File: config.mk
export PLATFORM = sky130hd
export DESIGN_NAME = max_pool_1
export DESIGN_NICKNAME = d
export VERILOG_FILES = /design/src/rtl/max_pool_1_pkg.sv /design/src/rtl/max_pool_1_max16.sv /design/src/rtl/max_pool_1.sv
export SDC_FILE = /design/constraint.sdc
export NUM_CORES = 1
export LEC_CHECK = 0
export CORE_MARGIN = 8
export CORE_UTILIZATION = 57
export DETAILED_ROUTE_END_ITERATION = 8
export HOLD_SLACK_MARGIN = 0.06
export PLACE_DENSITY = 0.83
export SYNTH_ARGS = -nofsm -noshare
export SYNTH_HDL_FRONTEND = slang
export SYNTH_HIERARCHICAL = 1
export SYNTH_SLANG_ARGS = --single-unit
File: constraint.sdc
create_clock -name clk -period 4.94 [get_ports clk]
set_input_delay 0.741 -clock clk [delete_from_list [all_inputs] [get_ports clk]]
set_output_delay 0.741 -clock clk [all_outputs]
set_load 0.1 [all_outputs]
File: src/rtl/max_pool_1_pkg.sv
// Geometry, BRAM constants and FSM encoding shared by the pool-1 stage
// and the max_16 comparator (which pool-2 also reuses).
package max_pool_1_pkg;
    localparam int DATA_SIZE    = 16;
    localparam int CONV1_DEEP   = 6;
    localparam int CONV1_OUTPUT = 28;
    localparam int POOL1_SIZE   = 2;
    localparam int POOL1_OUTPUT = CONV1_OUTPUT / POOL1_SIZE;

    localparam int CONV_ADDR_W = 13;
    localparam int POOL_ADDR_W = 11;

    localparam logic [CONV_ADDR_W-1:0] CONV1_RESULT_BASE = '0;
    localparam logic [POOL_ADDR_W-1:0] POOL1_RESULT_BASE = '0;

    // Every BRAM access owns a fixed 4-cycle slot: issue, two waits, capture.
    localparam int BRAM_CIRCLE = 4;

    localparam logic [CONV_ADDR_W-1:0] CONV_MAP_WORDS = CONV_ADDR_W'(CONV1_OUTPUT * CONV1_OUTPUT);
    localparam logic [CONV_ADDR_W-1:0] CONV_ROW_WORDS = CONV_ADDR_W'(CONV1_OUTPUT);
    localparam logic [POOL_ADDR_W-1:0] POOL_MAP_WORDS = POOL_ADDR_W'(POOL1_OUTPUT * POOL1_OUTPUT);
    localparam logic [POOL_ADDR_W-1:0] POOL_ROW_WORDS = POOL_ADDR_W'(POOL1_OUTPUT);

    typedef enum logic [4:0] {
        S_IDLE        = 5'b00001,
        S_CHECK       = 5'b00010,
        S_LOAD_WINDOW = 5'b00100,
        S_STORE       = 5'b01000,
        S_DONE        = 5'b10000
    } state_t;
endpackage

File: src/rtl/max_pool_1_max16.sv
// Combinational signed max of two words; on a tie the first operand is kept.
module max_16
    import max_pool_1_pkg::*;
(
    input  logic signed [DATA_SIZE-1:0] i_keep,
    input  logic signed [DATA_SIZE-1:0] i_cand,
    output logic signed [DATA_SIZE-1:0] o_max
);
    assign o_max = (i_cand > i_keep) ? i_cand : i_keep;
endmodule

File: src/rtl/max_pool_1.sv
// 2x2 stride-2 max pooling of the 6x28x28 conv-1 maps into 6x14x14 results,
// one BRAM read or write slot of four cycles at a time.
module max_pool_1
    import max_pool_1_pkg::*;
(
    input  logic                   clk,
    input  logic                   rst,
    input  logic                   pool_1_en,
    input  logic [DATA_SIZE-1:0]   conv_result_bram_douta,
    output logic                   conv_result_bram_ena,
    output logic [CONV_ADDR_W-1:0] conv_result_bram_addra,
    output logic                   pool_result_bram_ena,
    output logic                   pool_result_bram_wea,
    output logic [POOL_ADDR_W-1:0] pool_result_bram_addra,
    output logic [DATA_SIZE-1:0]   pool_result_bram_dina,
    output logic                   pool_1_finish
);
    localparam logic [2:0] CH_END      = 3'(CONV1_DEEP);
    localparam logic [3:0] POS_LAST    = 4'(POOL1_OUTPUT - 1);
    localparam logic [1:0] CNT_LAST    = 2'(POOL1_SIZE * POOL1_SIZE - 1);
    localparam logic [1:0] CIRCLE_LAST = 2'(BRAM_CIRCLE - 1);

    state_t r_state, w_state_nxt;
    logic [2:0] r_channel, w_channel_nxt;
    logic [3:0] r_row, w_row_nxt, r_column, w_column_nxt;
    logic [1:0] r_count, w_count_nxt, r_circle, w_circle_nxt;
    logic signed [DATA_SIZE-1:0] r_max, w_max_nxt, w_max, w_douta;
    logic r_rd_ena, w_rd_ena_nxt, r_wr_ena, w_wr_ena_nxt, r_wr_wea, w_wr_wea_nxt;
    logic r_finish, w_finish_nxt;
    logic [CONV_ADDR_W-1:0] r_rd_addr, w_rd_addr_nxt, w_rd_addr, w_in_row, w_in_col;
    logic [POOL_ADDR_W-1:0] r_wr_addr, w_wr_addr_nxt, w_wr_addr;
    logic [DATA_SIZE-1:0]   r_wr_data, w_wr_data_nxt;

    assign w_douta = signed'(conv_result_bram_douta);

    max_16 u_max_16 (
        .i_keep (r_max),
        .i_cand (w_douta),
        .o_max  (w_max)
    );

    // count[1] selects the window row (dy), count[0] the window column (dx).
    assign w_in_row  = {8'd0, r_row, 1'b0} + {12'd0, r_count[1]};
    assign w_in_col  = {8'd0, r_column, 1'b0} + {12'd0, r_count[0]};
    assign w_rd_addr = CONV1_RESULT_BASE + {10'd0, r_channel} * CONV_MAP_WORDS
                     + w_in_row * CONV_ROW_WORDS + w_in_col;
    assign w_wr_addr = POOL1_RESULT_BASE + {8'd0, r_channel} * POOL_MAP_WORDS
                     + {7'd0, r_row} * POOL_ROW_WORDS + {7'd0, r_column};

    always_ff @(posedge clk) begin
        if (rst) r_state <= S_IDLE;
        else     r_state <= w_state_nxt;
    end

    always_comb begin
        w_state_nxt = r_state;
        case (r_state)
            S_IDLE:        if (pool_1_en) w_state_nxt = S_CHECK;
            S_CHECK:       if (pool_1_en) w_state_nxt = (r_channel == CH_END) ? S_DONE : S_LOAD_WINDOW;
            S_LOAD_WINDOW: if (pool_1_en && r_circle == CIRCLE_LAST && r_count == CNT_LAST)
                               w_state_nxt = S_STORE;
            S_STORE:       if (pool_1_en && r_circle == CIRCLE_LAST) w_state_nxt = S_CHECK;
            S_DONE:        if (!pool_1_en) w_state_nxt = S_IDLE;
            default:       w_state_nxt = S_IDLE;
        endcase
    end

    // NOTE: every *_nxt starts from a hold default so no path through the case can infer a latch.
    always_comb begin
        w_channel_nxt = r_channel;  w_row_nxt    = r_row;     w_column_nxt = r_column;
        w_count_nxt   = r_count;    w_circle_nxt = r_circle;  w_max_nxt    = r_max;
        w_rd_ena_nxt  = r_rd_ena;   w_rd_addr_nxt = r_rd_addr;
        w_wr_ena_nxt  = r_wr_ena;   w_wr_wea_nxt = r_wr_wea;
        w_wr_addr_nxt = r_wr_addr;  w_wr_data_nxt = r_wr_data;
        w_finish_nxt  = r_finish;
        case (r_state)
            S_IDLE: if (pool_1_en) begin
                w_channel_nxt = '0; w_row_nxt = '0; w_column_nxt = '0;
                w_count_nxt   = '0; w_circle_nxt = '0; w_finish_nxt = 1'b0;
            end
            S_CHECK: if (pool_1_en) begin
                if (r_channel == CH_END) begin
                    w_rd_ena_nxt = 1'b0; w_wr_ena_nxt = 1'b0; w_wr_wea_nxt = 1'b0;
                    w_finish_nxt = 1'b1;
                end else begin
                    w_count_nxt = '0; w_circle_nxt = '0;
                end
            end
            S_LOAD_WINDOW: if (pool_1_en) begin
                w_circle_nxt = r_circle + 2'd1;
                if (r_circle == '0) begin
                    w_rd_ena_nxt  = 1'b1;
                    w_rd_addr_nxt = w_rd_addr;
                end
                if (r_circle == CIRCLE_LAST) begin
                    w_max_nxt   = (r_count == '0) ? w_douta : w_max;
                    w_count_nxt = r_count + 2'd1;
                    if (r_count == CNT_LAST) w_rd_ena_nxt = 1'b0;
                end
            end
            S_STORE: if (pool_1_en) begin
                w_circle_nxt = r_circle + 2'd1;
                if (r_circle == '0) begin
                    w_wr_ena_nxt  = 1'b1; w_wr_wea_nxt = 1'b1;
                    w_wr_addr_nxt = w_wr_addr;
                    w_wr_data_nxt = r_max;
                end
                if (r_circle == CIRCLE_LAST) begin
                    w_wr_ena_nxt = 1'b0; w_wr_wea_nxt = 1'b0;
                    if (r_column == POS_LAST) begin
                        w_column_nxt = '0;
                        if (r_row == POS_LAST) begin
                            w_row_nxt     = '0;
                            w_channel_nxt = r_channel + 3'd1;
                        end else begin
                            w_row_nxt = r_row + 4'd1;
                        end
                    end else begin
                        w_column_nxt = r_column + 4'd1;
                    end
                end
            end
            S_DONE: if (!pool_1_en) w_finish_nxt = 1'b0;
            default: begin
                w_rd_ena_nxt = 1'b0; w_wr_ena_nxt = 1'b0; w_wr_wea_nxt = 1'b0;
            end
        endcase
    end

    // NOTE: state registers take <= so all of them update from the same pre-edge values.
    always_ff @(posedge clk) begin
        if (rst) begin
            r_channel <= '0; r_row <= '0; r_column <= '0; r_count <= '0; r_circle <= '0;
            r_max     <= '0; r_rd_ena <= 1'b0; r_rd_addr <= '0;
            r_wr_ena  <= 1'b0; r_wr_wea <= 1'b0; r_wr_addr <= '0; r_wr_data <= '0;
            r_finish  <= 1'b0;
        end else begin
            r_channel <= w_channel_nxt; r_row <= w_row_nxt; r_column <= w_column_nxt;
            r_count   <= w_count_nxt;   r_circle <= w_circle_nxt; r_max <= w_max_nxt;
            r_rd_ena  <= w_rd_ena_nxt;  r_rd_addr <= w_rd_addr_nxt;
            r_wr_ena  <= w_wr_ena_nxt;  r_wr_wea <= w_wr_wea_nxt;
            r_wr_addr <= w_wr_addr_nxt; r_wr_data <= w_wr_data_nxt;
            r_finish  <= w_finish_nxt;
        end
    end

    assign conv_result_bram_ena   = r_rd_ena;
    assign conv_result_bram_addra = r_rd_addr;
    assign pool_result_bram_ena   = r_wr_ena;
    assign pool_result_bram_wea   = r_wr_wea;
    assign pool_result_bram_addra = r_wr_addr;
    assign pool_result_bram_dina  = r_wr_data;
    assign pool_1_finish          = r_finish;
endmodule
# Word-level counts from Yosys, hierarchy flattened

Index checks and enable logic that the tools add are counted.
Widths: inputs -> output; s select.

Mux-type cells: 49
Multiply operators: 4
$lt $le $gt $ge: 1
Reduce and logical (&&, ||, !) cells: 24
Equality and inequality tests: 25
Bitwise gates (word level): 2
Add/subtract/negate cells: 11

Operators with widths:

| cell                | count |
|---|---|
| $mux 16             | 2 |
| $mux 4              | 8 |
| $mux 5              | 6 |
| $ne 2x2->1 const B  | 13 |
| $pmux 5 s5          | 1 |
| $reduce_and 5->1    | 5 |
| $mul 3x6->9 const B | 2 |
| $gt 16x16->1        | 1 |
| $pmux 4 s2          | 2 |
| $mux 3              | 5 |
| $add 13x11->13      | 1 |
| $add 13x6->13       | 1 |
| $mux 1              | 13 |
| $add 5x1->6         | 2 |
| $mux 2              | 6 |
| $pmux 2 s3          | 2 |
| $reduce_and 4->1    | 3 |
| $reduce_and 6->1    | 2 |
| $add 11x4->11       | 1 |
| $add 11x8->11       | 1 |
| $mul 6x3->9 const B | 1 |
| $pmux 1 s3          | 3 |
| $reduce_bool 3->1   | 3 |
| $add 4x1->4 const B | 2 |
| 21 further kinds    | 30 |

Input port bits: 19
Logic and storage cells: 129
Output and inout bits: 44
Flip-flop bits (word level): 79

# Logic depth before layout (Yosys ltp)

Word-level depth: 6
Depth in mapped cells: 14
Mapped depth without buffers: 14

# Cells and area by module

The synthesis kept the hierarchy.

By module, submodules not included:

| module     | cells an instance | seq. area each (µm²) | area an instance (µm²) | times used |
|---|---|---|---|---|
| max_pool_1 | 564               | 1,581.5              | 4,936.0                | 1 |
| max_16     | 78                | 0.0                  | 686.9                  | 1 |

# Worst setup path after synthesis

Ideal clock, no wire load.

Kind: register to register
Start: reg r_row[1]
End: reg r_rd_addr[12], in the netlist conv_result_bram_addra[12]
Buffers on the path: 0
Arrival time: 3,579 ps
Setup time: 86 ps
Required time: 4,854 ps
Slack: 1,275 ps
Stages on the path, launching flop included: 15
Period minus slack after synthesis: 3,665 ps
Cell sequence: dfxtp_1 > fa_1 > ha_1 > a21o_1 > a21oi_1 > nor2_1 > o21ai_0 > nand2b_1 > ha_1 > ha_1 > and2_1 > and3_1 > a311o_1 > xor2_1 > a211oi_1

Longest elaborated chain between the ends: 4

RTL lines:

| element                  | RTL line          | RTL |
|---|---|---|
| start: declaration       | max_pool_1.sv:25  | `logic [3:0] r_row, w_row_nxt, r_column, w_column_nxt;` |
| start signal: assignment | max_pool_1.sv:138 | `r_channel <= w_channel_nxt; r_row <= w_row_nxt; r_column <= w_column_nxt;` |
| $add 5x1->6              | max_pool_1.sv:43  | `assign w_in_row = {8'd0, r_row, 1'b0} + {12'd0, r_count[1]};` |
| $mul 6x3->9              | max_pool_1.sv:46  | `+ w_in_row * CONV_ROW_WORDS + w_in_col;` |
| $add 13x11->13           | max_pool_1.sv:46  |  |
| $add 13x6->13            | max_pool_1.sv:46  |  |
| end signal: assignment   | max_pool_1.sv:140 | `r_rd_ena <= w_rd_ena_nxt; r_rd_addr <= w_rd_addr_nxt;` |
| end: declaration         | max_pool_1.sv:30  | `logic [CONV_ADDR_W-1:0] r_rd_addr, w_rd_addr_nxt, w_rd_addr, w_in_row, w_in_col;` |

No other way between the ends.
A chain may end at the register's enable or synchronous reset.

# Final worst setup path

Same ends and word-level chain as after synthesis.

==> summary.md <==
After global routing the overflow that remains totals 0. The leading cell type by number of instances after synthesis is sky130_fd_sc_hd__dfxtp_1. The cell count after synthesis came out at 642.

The worst-case IR drop observed on VDD is 0.172 mV. In the routed layout, each cell is associated on average with a via count of 5.95. Layout overhead on the synthesized area: 14.3%. The vertical die dimension was 115 µm; the detailed-route wire length per cell was 16.9 µm. sky130_fd_sc_hd__dfxtp_1 takes more of the synthesized area than any other cell.

The count of synthesis-stage warnings from yosys was 6. The clock root buffer is sky130_fd_sc_hd__clkbuf_8. Setup repair after global routing left no endpoint under its margin. Summing the sequential cell areas from Yosys gives 28.1% of the chip area. The count of pins over their slew limit is 0. For the worst setup path, the data required time is 5.21 ns. The most critical setup path has its startpoint at r_row[1]$_SDFFE_PP0P_. The die covers 13300 µm². After synthesis, the most frequently instantiated cells are sky130_fd_sc_hd__dfxtp_1, sky130_fd_sc_hd__nand2_1, sky130_fd_sc_hd__ha_1, sky130_fd_sc_hd__a21oi_1, sky130_fd_sc_hd__inv_1. In the routed design, unresolved DRC markers number 0. The total power consumption of the routed design is 1.76 mW, and the cell row count is 36.

Adding up every negative setup slack in the final design gives 0 ns. In the post-synthesis netlist, the biggest area contributors are sky130_fd_sc_hd__dfxtp_1, sky130_fd_sc_hd__ha_1, sky130_fd_sc_hd__nand2_1. The logs give 0.896 for the final weighted congestion of routability-driven global placement and 0 for the final setup violation count. 0 antenna diodes ended up in the layout.

TritonCTS built the clock tree. Summing all placed instances gives a cell area of 6220 µm². The starting density of the core came out at 58.1%.

Endpoint of the worst setup timing path: conv_result_bram_addra[12]$_SDFFE_PP0P_. The tools report the critical register-to-register path endpoint as conv_result_bram_addra[12]$_SDFFE_PP0P_. The count of maximum capacitance violations is 0. The combined area of all synthesized cells is 5620 µm², and the number of unique standard cell types used by synthesis is 75. Timing analysis after detailed placement gives a worst setup slack of 0.555 ns. For the total count of hold-check failures in the final report, the log shows 0. Setup slack on the critical path of the routed design comes to 0.879 ns. The final standard cell area without fillers is 6430 µm². In the synthesized netlist the dominant register cell turns out to be sky130_fd_sc_hd__dfxtp_1. The worst setup path is captured at a flop.

The master of the slowest instance on the critical path is sky130_fd_sc_hd__dfxtp_1. The number of cells on the worst reg-to-reg path is 14. In this run the remaining antenna-violating nets after routing total 0. For the net count after synthesis, the log shows 734.

The run gives 3 as the depth of the CTS H-tree. The number of standard cells in the final layout excluding fillers is 820. The flow ran to the end, and the final reports show no timing, DRC or antenna violations. The minimum clock period was 4.06 ns. 63 I/O pins were placed. The count of flip-flops with a built-in enable after synthesis was 0. Most used cell along the critical path: sky130_fd_sc_hd__ha_1. The number of global-route vias before repair was 4879; the fraction of the cycle the final worst path needs was 82.2%. Hold repair after CTS inserted 0 buffers. The logs give 0.0163 ns for the setup clock skew after layout and 13800 µm for the wire length after detailed routing. The number of flip-flops and latches in the synthesized netlist works out to 79. The sum of net half-perimeters after detailed placement was 9930 µm.

Kind of start point of the critical path: a flop. Input and output buffers added on the ports amount to 62. In this run, placement finished with an instance count of 804.

In this run, CTS created clock tree buffers numbering 9. Along the worst path, the maximum fanout reaches 8. In the final design database the tool counted 774 nets.

The worst setup path is of the flop to flop kind. In the final layout, the share of cells above drive strength 1 is 8.30%. The maximum buffer depth of the clock tree was 2. The average cell area after synthesis is 8.76 µm², and the reg-to-reg setup timing slack is 0.88 ns. After synthesis, the share of flip-flops with an asynchronous set or reset is 0%. The first TritonRoute pass finished after 4 iterations.

Buffers added to address setup during post-CTS repair amount to 0. The worst stage delay on the critical path came out at 0.60 ns. The remaining max-slew budget at the tightest pin came out at 16.1%. The signal on the critical path passes through fa_1 > ha_1 > a21o_1 > a21oi_1 > nor2_1 > o21ai_0 > nand2b_1 > ha_1 > ha_1 > and2_1 > and3_1 > a311o_1 > xor2_1 > a211oi_1. For this design the ratio of total power to cell area is 274 nW/µm². In this run the horizontal extent of the chip is 115 µm. Arrival time reported for the critical path endpoint: 4.33 ns.

The fraction of synthesized cell area taken by the top area cell type was 28.1%; the insertion delay to the later sink of the worst-skew pair was 0.37 ns. The aggregate global-route resource usage was 21.3%; the transition time at the pin with the least slew margin was 1.26 ns. In this run the critical register-to-register path is launched from r_row[1]$_SDFFE_PP0P_. The first global-routing pass estimated 23000 µm of wire. The floorplan core area was 9680 µm²; the top achievable clock speed was 246 MHz. Once the clock tree was built, the resizer swapped 0 gates to a different size. The run gives 2.65 nW as the leakage power. Entering global routing, the biggest net connects 79 pins. The first routing iteration left 277 violations.

Via count: 4880. CTS saw 79 sinks. Worst hold-check path type: flop to flop. The clock-pin slew on the worst setup and hold paths is 0.08 ns. The initial antenna violation count was 0.
area by class of cell:
type	instances	area (µm²)
Clock inverter	6	65.1
Timing Repair Buffer	64	631
Clock buffer	10	138
Sequential cell	79	1580
Inverter	48	180
Multi-Input combinational cell	480	3670
Fill cell	803	3260
Tap cell	133	166
how the worst min path moves through the flow:
stage                                                      start                                endpoint  slack (ns)  depth (start not counted)
after detailed placement  pool_result_bram_addra[6]$_SDFFE_PP0P_  pool_result_bram_addra[6]$_SDFFE_PP0P_        0.45                          2
after floorplan                           r_max[15]$_SDFFE_PP0P_  pool_result_bram_dina[15]$_SDFFE_PP0P_        0.45                          2
final                     conv_result_bram_addra[7]$_SDFFE_PP0P_  conv_result_bram_addra[7]$_SDFFE_PP0P_        0.45                          2
after global routing       pool_result_bram_dina[7]$_SDFFE_PP0P_   pool_result_bram_dina[7]$_SDFFE_PP0P_        0.49                          2
after CTS                 conv_result_bram_addra[7]$_SDFFE_PP0P_  conv_result_bram_addra[7]$_SDFFE_PP0P_        0.46                          2
after global placement    conv_result_bram_addra[7]$_SDFFE_PP0P_  conv_result_bram_addra[7]$_SDFFE_PP0P_        0.44                          2
critical path: cells and delay by family, from the launching register on:
kind / cells / cell delay, ns
AO/OA/AOI/OAI: 5 / 1.16
XOR/XNOR: 1 / 0.17
adder cells (fa/ha/maj): 4 / 1.51
flip-flops: 1 / 0.60
AND/OR/NAND/NOR: 4 / 0.53
cells in the final DEF (no fill, tap or decap), types with 5 or more instances in the layout:
cell type                         count
sky130_fd_sc_hd__dfxtp_1             79
sky130_fd_sc_hd__nand2_1             76
sky130_fd_sc_hd__ha_1                62
sky130_fd_sc_hd__clkdlybuf4s50_1     61
sky130_fd_sc_hd__a21oi_1             53
sky130_fd_sc_hd__inv_1               48
sky130_fd_sc_hd__nor2_1              45
sky130_fd_sc_hd__a211oi_1            25
sky130_fd_sc_hd__mux2i_1             20
sky130_fd_sc_hd__o21ai_0             19
sky130_fd_sc_hd__nand3_1             11
sky130_fd_sc_hd__nor3_1              11
sky130_fd_sc_hd__fa_1                11
sky130_fd_sc_hd__xnor2_1             10
sky130_fd_sc_hd__clkbuf_8            10
sky130_fd_sc_hd__mux2_4              10
sky130_fd_sc_hd__or3_1                9
sky130_fd_sc_hd__and3_1               8
sky130_fd_sc_hd__mux2_2               7
sky130_fd_sc_hd__xor2_1               6
sky130_fd_sc_hd__and2_1               6
sky130_fd_sc_hd__a31oi_1              5
flip-flops by register name, summed over array words and instances, names as in the netlist, 3 cells and up:
signal,count
conv_result_bram_addra,13
pool_result_bram_addra,11
pool_result_bram_dina,16
r_channel,3
r_column,4
r_max,16
r_row,4
r_state,5
per-layer routing:
layer,part of all wire [%],track usage (%),vias to the layer above
met5,0,0,-
met4,2.8,10.3,0
met3,3.9,3.78,36
met2,51,36.8,116
met1,43,24.9,2377
li1,-,-,2351
through the flow:
step / hold WS, ns / utilization (%)
finish: 0.455 / 66.4
global route: 0.485 / 66.4
CTS: 0.461 / 66.4
detailed placement: 0.448 / 64.3
global placement: 0.439 / 64.3
floorplan: 0.455 / -
cell families after synthesis:
kind of cell	count (synthesis)	share of synthesized area [%]
xor+xnor	18	3.27
compound gates	142	17.0
flops	79	28.1
simple gates	208	19.0
fa+ha+maj	73	17.7
buf+inv	83	6.68
mux	39	8.23
report_power, final:
group / leakage [nW] / internal, mW / total [mW] / switching, mW
logic: 1.91 / 0.223 / 0.505 / 0.282
registers: 0.637 / 0.663 / 0.745 / 0.0820
clock network: 0.103 / 0.249 / 0.508 / 0.259
Note: power is estimated with default switching activity, not from simulation.
